[src/rtl/spw_pio_pkg.sv]
// Shared word format for the SpaceWire PIO bridge: 9-bit words, bit 8 flags a control code.
package spw_pio_pkg;

    localparam int WORD_W   = 9;
    localparam int CTRL_BIT = 8;

    typedef logic [WORD_W-1:0] word_t;

    localparam word_t EOP = 9'h100;
    localparam word_t EEP = 9'h101;

    function automatic logic is_ctrl(input word_t w);
        return w[CTRL_BIT];
    endfunction

endpackage

[src/rtl/spw_sync_fifo.sv]
// Single-clock first-word-fall-through FIFO with occupancy count and full/empty flags.
// Latency: a write is visible at rd_dat one clock later; a pop shows the next word one clock later.
// Backpressure: writes are ignored when full and pops are ignored when empty, even if the other side is active.
module spw_sync_fifo
    import spw_pio_pkg::*;
#(
    parameter int DEPTH = 32,
    parameter int CW    = 6
) (
    input  logic          clock,
    input  logic          reset,
    input  logic          wr_en,
    input  word_t         wr_dat,
    input  logic          rd_en,
    output word_t         rd_dat,
    output logic [CW-1:0] count,
    output logic          full,
    output logic          empty
);

    localparam int AW = CW - 1;

    word_t         mem [DEPTH];
    logic [AW-1:0] wr_ptr;
    logic [AW-1:0] rd_ptr;
    logic          push;
    logic          pop;

    assign full   = (count == CW'(DEPTH));
    assign empty  = (count == '0);
    assign push   = wr_en & ~full;
    assign pop    = rd_en & ~empty;
    // Head reads as zero when empty so the PIO side never sees stale memory.
    assign rd_dat = empty ? '0 : mem[rd_ptr];

    always_ff @(posedge clock or posedge reset) begin
        if (reset) begin
            wr_ptr <= '0;
            rd_ptr <= '0;
            count  <= '0;
        end else begin
            if (push) wr_ptr <= wr_ptr + AW'(1);
            if (pop)  rd_ptr <= rd_ptr + AW'(1);
            case ({push, pop})
                2'b10:   count <= count + CW'(1);
                2'b01:   count <= count - CW'(1);
                default: count <= count;
            endcase
        end
    end

    always_ff @(posedge clock) begin
        if (push) mem[wr_ptr] <= wr_dat;
    end

endmodule

[src/rtl/spw_pio_fifo_bridge.sv]
// Bridges PIO strobe-driven FIFO access to the SpaceWire codec valid/ready streams.
// Latency: a PIO strobe edge acts on the following clock edge; codec handshakes act every clock.
// Backpressure: txvalid follows TX occupancy, rxready follows RX space; PIO misuse sets sticky flags.
module spw_pio_fifo_bridge
    import spw_pio_pkg::*;
#(
    parameter int DEPTH = 32,
    parameter int CW    = 6
) (
    input  logic              clock,
    input  logic              reset,
    input  logic [WORD_W-1:0] transmitfifodatain,
    input  logic              transmitfifowriteenable,
    output logic              transmitfifofull,
    output logic [CW-1:0]     transmitfifodatacount,
    output logic [WORD_W-1:0] txdata,
    output logic              txvalid,
    input  logic              txready,
    input  logic [WORD_W-1:0] rxdata,
    input  logic              rxvalid,
    output logic              rxready,
    input  logic              receivefiforeadenable,
    output logic [WORD_W-1:0] receivefifodataout,
    output logic              receivefifoempty,
    output logic              receivefifofull,
    output logic [CW-1:0]     receivefifodatacount,
    input  logic              overflowclear,
    output logic              txoverflow,
    output logic              rxunderflow
);

    logic tx_we_prev;
    logic rx_re_prev;
    logic rx_en;
    logic tx_evt;
    logic rx_evt;
    logic tx_empty;

    assign tx_evt  = transmitfifowriteenable & ~tx_we_prev;
    assign rx_evt  = receivefiforeadenable & ~rx_re_prev;
    assign txvalid = ~tx_empty;
    // rx_en keeps rxready low through reset and raises it on the first clock after release.
    assign rxready = rx_en & ~receivefifofull;

    always_ff @(posedge clock or posedge reset) begin
        if (reset) begin
            tx_we_prev  <= 1'b1;
            rx_re_prev  <= 1'b1;
            rx_en       <= 1'b0;
            txoverflow  <= 1'b0;
            rxunderflow <= 1'b0;
        end else begin
            tx_we_prev  <= transmitfifowriteenable;
            rx_re_prev  <= receivefiforeadenable;
            rx_en       <= 1'b1;
            txoverflow  <= (tx_evt & transmitfifofull) | (txoverflow & ~overflowclear);
            rxunderflow <= (rx_evt & receivefifoempty) | (rxunderflow & ~overflowclear);
        end
    end

    spw_sync_fifo #(.DEPTH(DEPTH), .CW(CW)) u_tx_fifo (
        .clock  (clock),
        .reset  (reset),
        .wr_en  (tx_evt),
        .wr_dat (transmitfifodatain),
        .rd_en  (txready),
        .rd_dat (txdata),
        .count  (transmitfifodatacount),
        .full   (transmitfifofull),
        .empty  (tx_empty)
    );

    spw_sync_fifo #(.DEPTH(DEPTH), .CW(CW)) u_rx_fifo (
        .clock  (clock),
        .reset  (reset),
        .wr_en  (rxvalid & rxready),
        .wr_dat (rxdata),
        .rd_en  (rx_evt),
        .rd_dat (receivefifodataout),
        .count  (receivefifodatacount),
        .full   (receivefifofull),
        .empty  (receivefifoempty)
    );

endmodule

[config.mk]
export PLATFORM = sky130hd
export DESIGN_NAME = spw_pio_fifo_bridge
export DESIGN_NICKNAME = d
export VERILOG_FILES = /design/src/rtl/spw_pio_pkg.sv /design/src/rtl/spw_sync_fifo.sv /design/src/rtl/spw_pio_fifo_bridge.sv
export SDC_FILE = /design/constraint.sdc
export NUM_CORES = 1
export LEC_CHECK = 0
export CORE_MARGIN = 5
export CORE_UTILIZATION = 48
export CTS_CLUSTER_DIAMETER = 30
export DETAILED_ROUTE_END_ITERATION = 8
export GPL_ROUTABILITY_DRIVEN = 0
export GPL_TIMING_DRIVEN = 1
export HOLD_SLACK_MARGIN = 0.06
export PLACE_DENSITY = 0.74
export SETUP_SLACK_MARGIN = 0.1
export SLEW_MARGIN = 10
export SYNTH_ARGS = -nofsm -noshare
export SYNTH_HDL_FRONTEND = slang
export SYNTH_SLANG_ARGS = --single-unit
[constraint.sdc]
create_clock -name clock -period 2.7 [get_ports clock]
set_clock_uncertainty 0.05 [all_clocks]
set_input_delay 0.27 -clock clock [delete_from_list [all_inputs] [get_ports clock]]
set_output_delay 0.27 -clock clock [all_outputs]
set_load 0.02 [all_outputs]
==> key figures <==
Die
  – I/O pin total: 62
  – Starting Density: 48.4%
  – Area of the core: 50100 sq um
  – Chip Width: 235 um
  – Die ar.: 55100 sq um
  – Num rows: 82
  – Die Height: 235 um

Timing
  – RSZ-0062 raised after global routing: true
  – Final hold vios: 0
  – # setup viols final: 18
  – Post-route clock period utilization: 119%
  – TNS Setup: -5.87 ns
  – Post-route minimum period: 3.22 ns
  – Final count of pins violating max slew: 0
  – Final worst-path setup slack: -0.524 ns
  – FMAX: 310 MHz
  – Slew headroom: 52.6%
  – Worst Max-Slew Pin Slew: 0.710 ns

Yosys
  – Seq/Total Area, Yosys: 75.2%
  – Post-synth EDFFs: 576
  – Post-Syn Area: 24200 sq um
  – Leading area contributor after synthesis: edfxtp_1
  – Mean area per synthesized cell: 20.1 sq um
  – Commonest cells post-synth: edfxtp_1, mux4_2, nor2_1, mux2i_1, dfrtp_1
  – Synth Register Bits: 613
  – Synth cell types: 56
  – Syn Inst Count: 1207
  – Synthesis Warnings: 0
  – Syn_nets: 1251
  – Ys flop type: edfxtp_1
  – Yosys top cell area share: 71.4%
  – Most frequent cell after synthesis: edfxtp_1
  – Post-synth ARST share: 6.04%
  – Ranking of synthesized cells by area: edfxtp_1, mux4_2, dfrtp_1

Final layout
  – Reg area: 18200 sq um
  – Share of cells above drive strength 1: 38.8%
  – Final Util: 63.2%
  – Multi-input gate area: 6180 sq um
  – Area grow syn2layout: 30.5%
  – Fillers: 3295
  – Inserted Diodes: 0
  – Total Nets Final: 1562

Route
  – Initial DRC count: 1241
  – DRC viols: 0
  – Routed len/inst: 25.2 um
  – Via/cell ratio: 5.81
  – Final WL: 57500 um
  – Post-DRT Antenna Nets: 0
  – Pre-antenna DRT Iters: 6
  – Via count: 13300

Setup path
  – Reg2reg end: u_tx_fifo.count[5]$_DFFE_PP0P_
  – Crit path capture type: output port
  – Path depth of the worst reg2reg path: 10
  – Crit Path Class: flip-flop to output port
  – Crit start category: flip-flop
  – Register-to-register path setup slack: 0.20 ns
  – Worst EP required: 2.38 ns
  – Origin of the critical flop-to-flop path: u_tx_fifo.count[4]$_DFFE_PP0P_
  – CP arrival: 2.90 ns
  – Critical path peak fanout: 7

Pwr
  – Power Total: 36.7 mW
  – Sequential power share: 31.3%
  – Net Switching: 11.2 mW
  – Pwr dens: 1160 nW/um^2
  – VDD IR-drop max: 1230 uV
  – Net Sw Frac: 30.6%
  – Comb power frac: 33.0%
  – Internal power: 25.5 mW
  – Clock power share: 35.7%
  – Leak pwr: 10.9 nW

Hold path
  – Hold Crit Depth: 2
  – Hold Crit Endpoint: rxunderflow$_DFF_PP0_
  – Worst hold path class: input pin to flip-flop
  – Hold path start: overflowclear

Global route
  – Vias in the first global route: 14100
  – Grt total ovfl: 0
  – Pin count of the biggest net entering global routing: 50
  – All-Layer GR Usage: 20.5%
  – Initial antenna violation count: 1
  – First-pass GRT wire length: 86300 um

Clock network
  – CTS Buf Count: 110
  – Clock latency on the worst-skew pair: 0.66 ns
  – Max Root-Sink Buffers: 3
  – TritonCTS clock tree: yes
  – CTS Sinks: 613
  – CTS Root Cell: clkbuf_16
  – H-tree depth: 3
  – CTS clock-pin slew for the worst setup and hold paths: 0.05 ns

Placement
  – Post-DP HPWL: 31300 um
  – Number of I/O port buffers: 61

Flow run
  – Max-cap violations: 0

Run status
  – Status: finished with violations
  – Failing checks: negative setup slack
-- what timing repair did --
item,in CTS,in global routing
endpoints found under the setup margin,26,25
cloned,9,2
setup buffers,21,10
endpoints found under the hold margin,26,0
resized for setup,194,51
hold buffers,3,0
pin swaps,39,25
-- power by group through the flow --
stage / Clock, mW / Combinational (mW) / Sequential, mW
final: 13.1 / 12.1 / 11.5
after global routing: 13.8 / 12.8 / 11.5
after global placement: 0 / 9.55 / 11.6
after floorplan: 0 / 6.14 / 11.4
after detailed placement: 0 / 9.73 / 11.6
after CTS: 13.2 / 11.2 / 11.5
-- how the worst max path moves through the flow --
stage                                     end                       startpoint  slack, ns
3_3_place_gp            receivefifodataout[1]  u_rx_fifo.rd_ptr[0]$_DFFE_PP0P_      -0.21
3_5_place_dp            receivefifodataout[3]  u_rx_fifo.rd_ptr[0]$_DFFE_PP0P_      -0.26
2_1_floorplan  u_rx_fifo.count[4]$_DFFE_PP0P_   u_rx_fifo.count[2]$_DFFE_PP0P_      -0.06
4_1_cts                 receivefifodataout[7]  u_rx_fifo.rd_ptr[0]$_DFFE_PP0P_      -0.49
5_1_grt                 receivefifodataout[7]  u_rx_fifo.rd_ptr[0]$_DFFE_PP0P_      -0.60
6_report                receivefifodataout[7]  u_rx_fifo.rd_ptr[0]$_DFFE_PP0P_      -0.52
-- state kept, by name, summed over array words and instances, names as in the netlist --
name              count
txoverflow            1
u_rx_fifo.wr_ptr      5
u_rx_fifo.count       6
tx_we_prev            1
rx_re_prev            1
u_tx_fifo.mem       288
u_tx_fifo.wr_ptr      5
u_tx_fifo.count       6
u_rx_fifo.rd_ptr      5
rx_en                 1
u_rx_fifo.mem       288
u_tx_fifo.rd_ptr      5
rxunderflow           1
-- cell type report --
cell class | count | area share (%)
repair buffers | 267 | 8.60
well taps | 672 | 2.66
multi-input cells | 510 | 19.5
flip-flops and latches | 613 | 57.7
clock inverters | 86 | 2.48
clock buffers | 118 | 8.87
inverters | 16 | 0.190
-- per-layer routing --
layer	wire (um)	vias up	track usage [%]
met3	3990	120	5.25
met1	21300	6909	25.1
met2	30600	608	35.2
li1	-	5628	-
met5	13	-	0
met4	1630	2	7.70
-- worst max-delay path: stages (launching register included) --
cell and delay, ns:
dfrtp_4 0.52, buf_12 0.15, buf_12 0.12, buf_16 0.14, mux4_2 0.45, a211o_1 0.32
a221oi_4 0.25, a211oi_2 0.09, buf_4 0.21
-- placed cells by master, fill, tap and decap left out, types with 7 or more instances in the layout --
master / Yosys / routed
a211oi_2: 0 / 9
clkinv_1: 0 / 21
buf_16: 0 / 9
o221ai_1: 8 / 8
inv_1: 16 / 15
nand3b_1: 7 / 7
clkbuf_1: 31 / 7
a211o_1: 9 / 9
bufinv_16: 0 / 9
inv_6: 0 / 11
mux4_2: 127 / 127
o21ai_0: 14 / 10
buf_4: 12 / 165
clkinv_4: 0 / 9
nor2b_1: 9 / 9
a31oi_2: 0 / 7
clkinv_2: 0 / 21
nand2_1: 27 / 27
xor2_1: 9 / 9
mux2i_1: 46 / 43
clkdlybuf4s50_1: 0 / 38
a2111oi_4: 0 / 7
clkinvlp_4: 0 / 11
xnor2_1: 16 / 16
clkbuf_16: 0 / 113
a22o_1: 16 / 11
dfrtp_1: 35 / 29
o22ai_1: 18 / 13
a22oi_2: 0 / 18
nor2_1: 73 / 73
ha_1: 18 / 15
buf_6: 6 / 15
buf_12: 1 / 23
edfxtp_1: 576 / 576
-- per-stage QoR --
stage / cells / instance area (sq um) / worst slack, ns / hold WS, ns
detailed placement: 2033 / 26800 / -0.258 / 0.483
CTS: 2270 / 31200 / -0.493 / 0.147
floorplan: 1207 / 24300 / -0.0562 / 0.224
global route: 2282 / 31600 / -0.600 / 0.187
global placement: 2033 / 26800 / -0.206 / 0.469
finish: 2282 / 31600 / -0.524 / 0.185
-- cell families (layout without fill, tap and decap cells) --
group,Yosys count,after routing,share of synthesized area (%)
buf+inv,84,487,1.81
xor+xnor,25,25,0.904
compound gates,126,126,3.91
fa+ha+maj,19,19,1.01
simple gates,161,161,3.20
mux,178,178,13.9
other cells,1,1,0.0155
flops,613,613,75.2
Power figures use the tool's default switching activity.
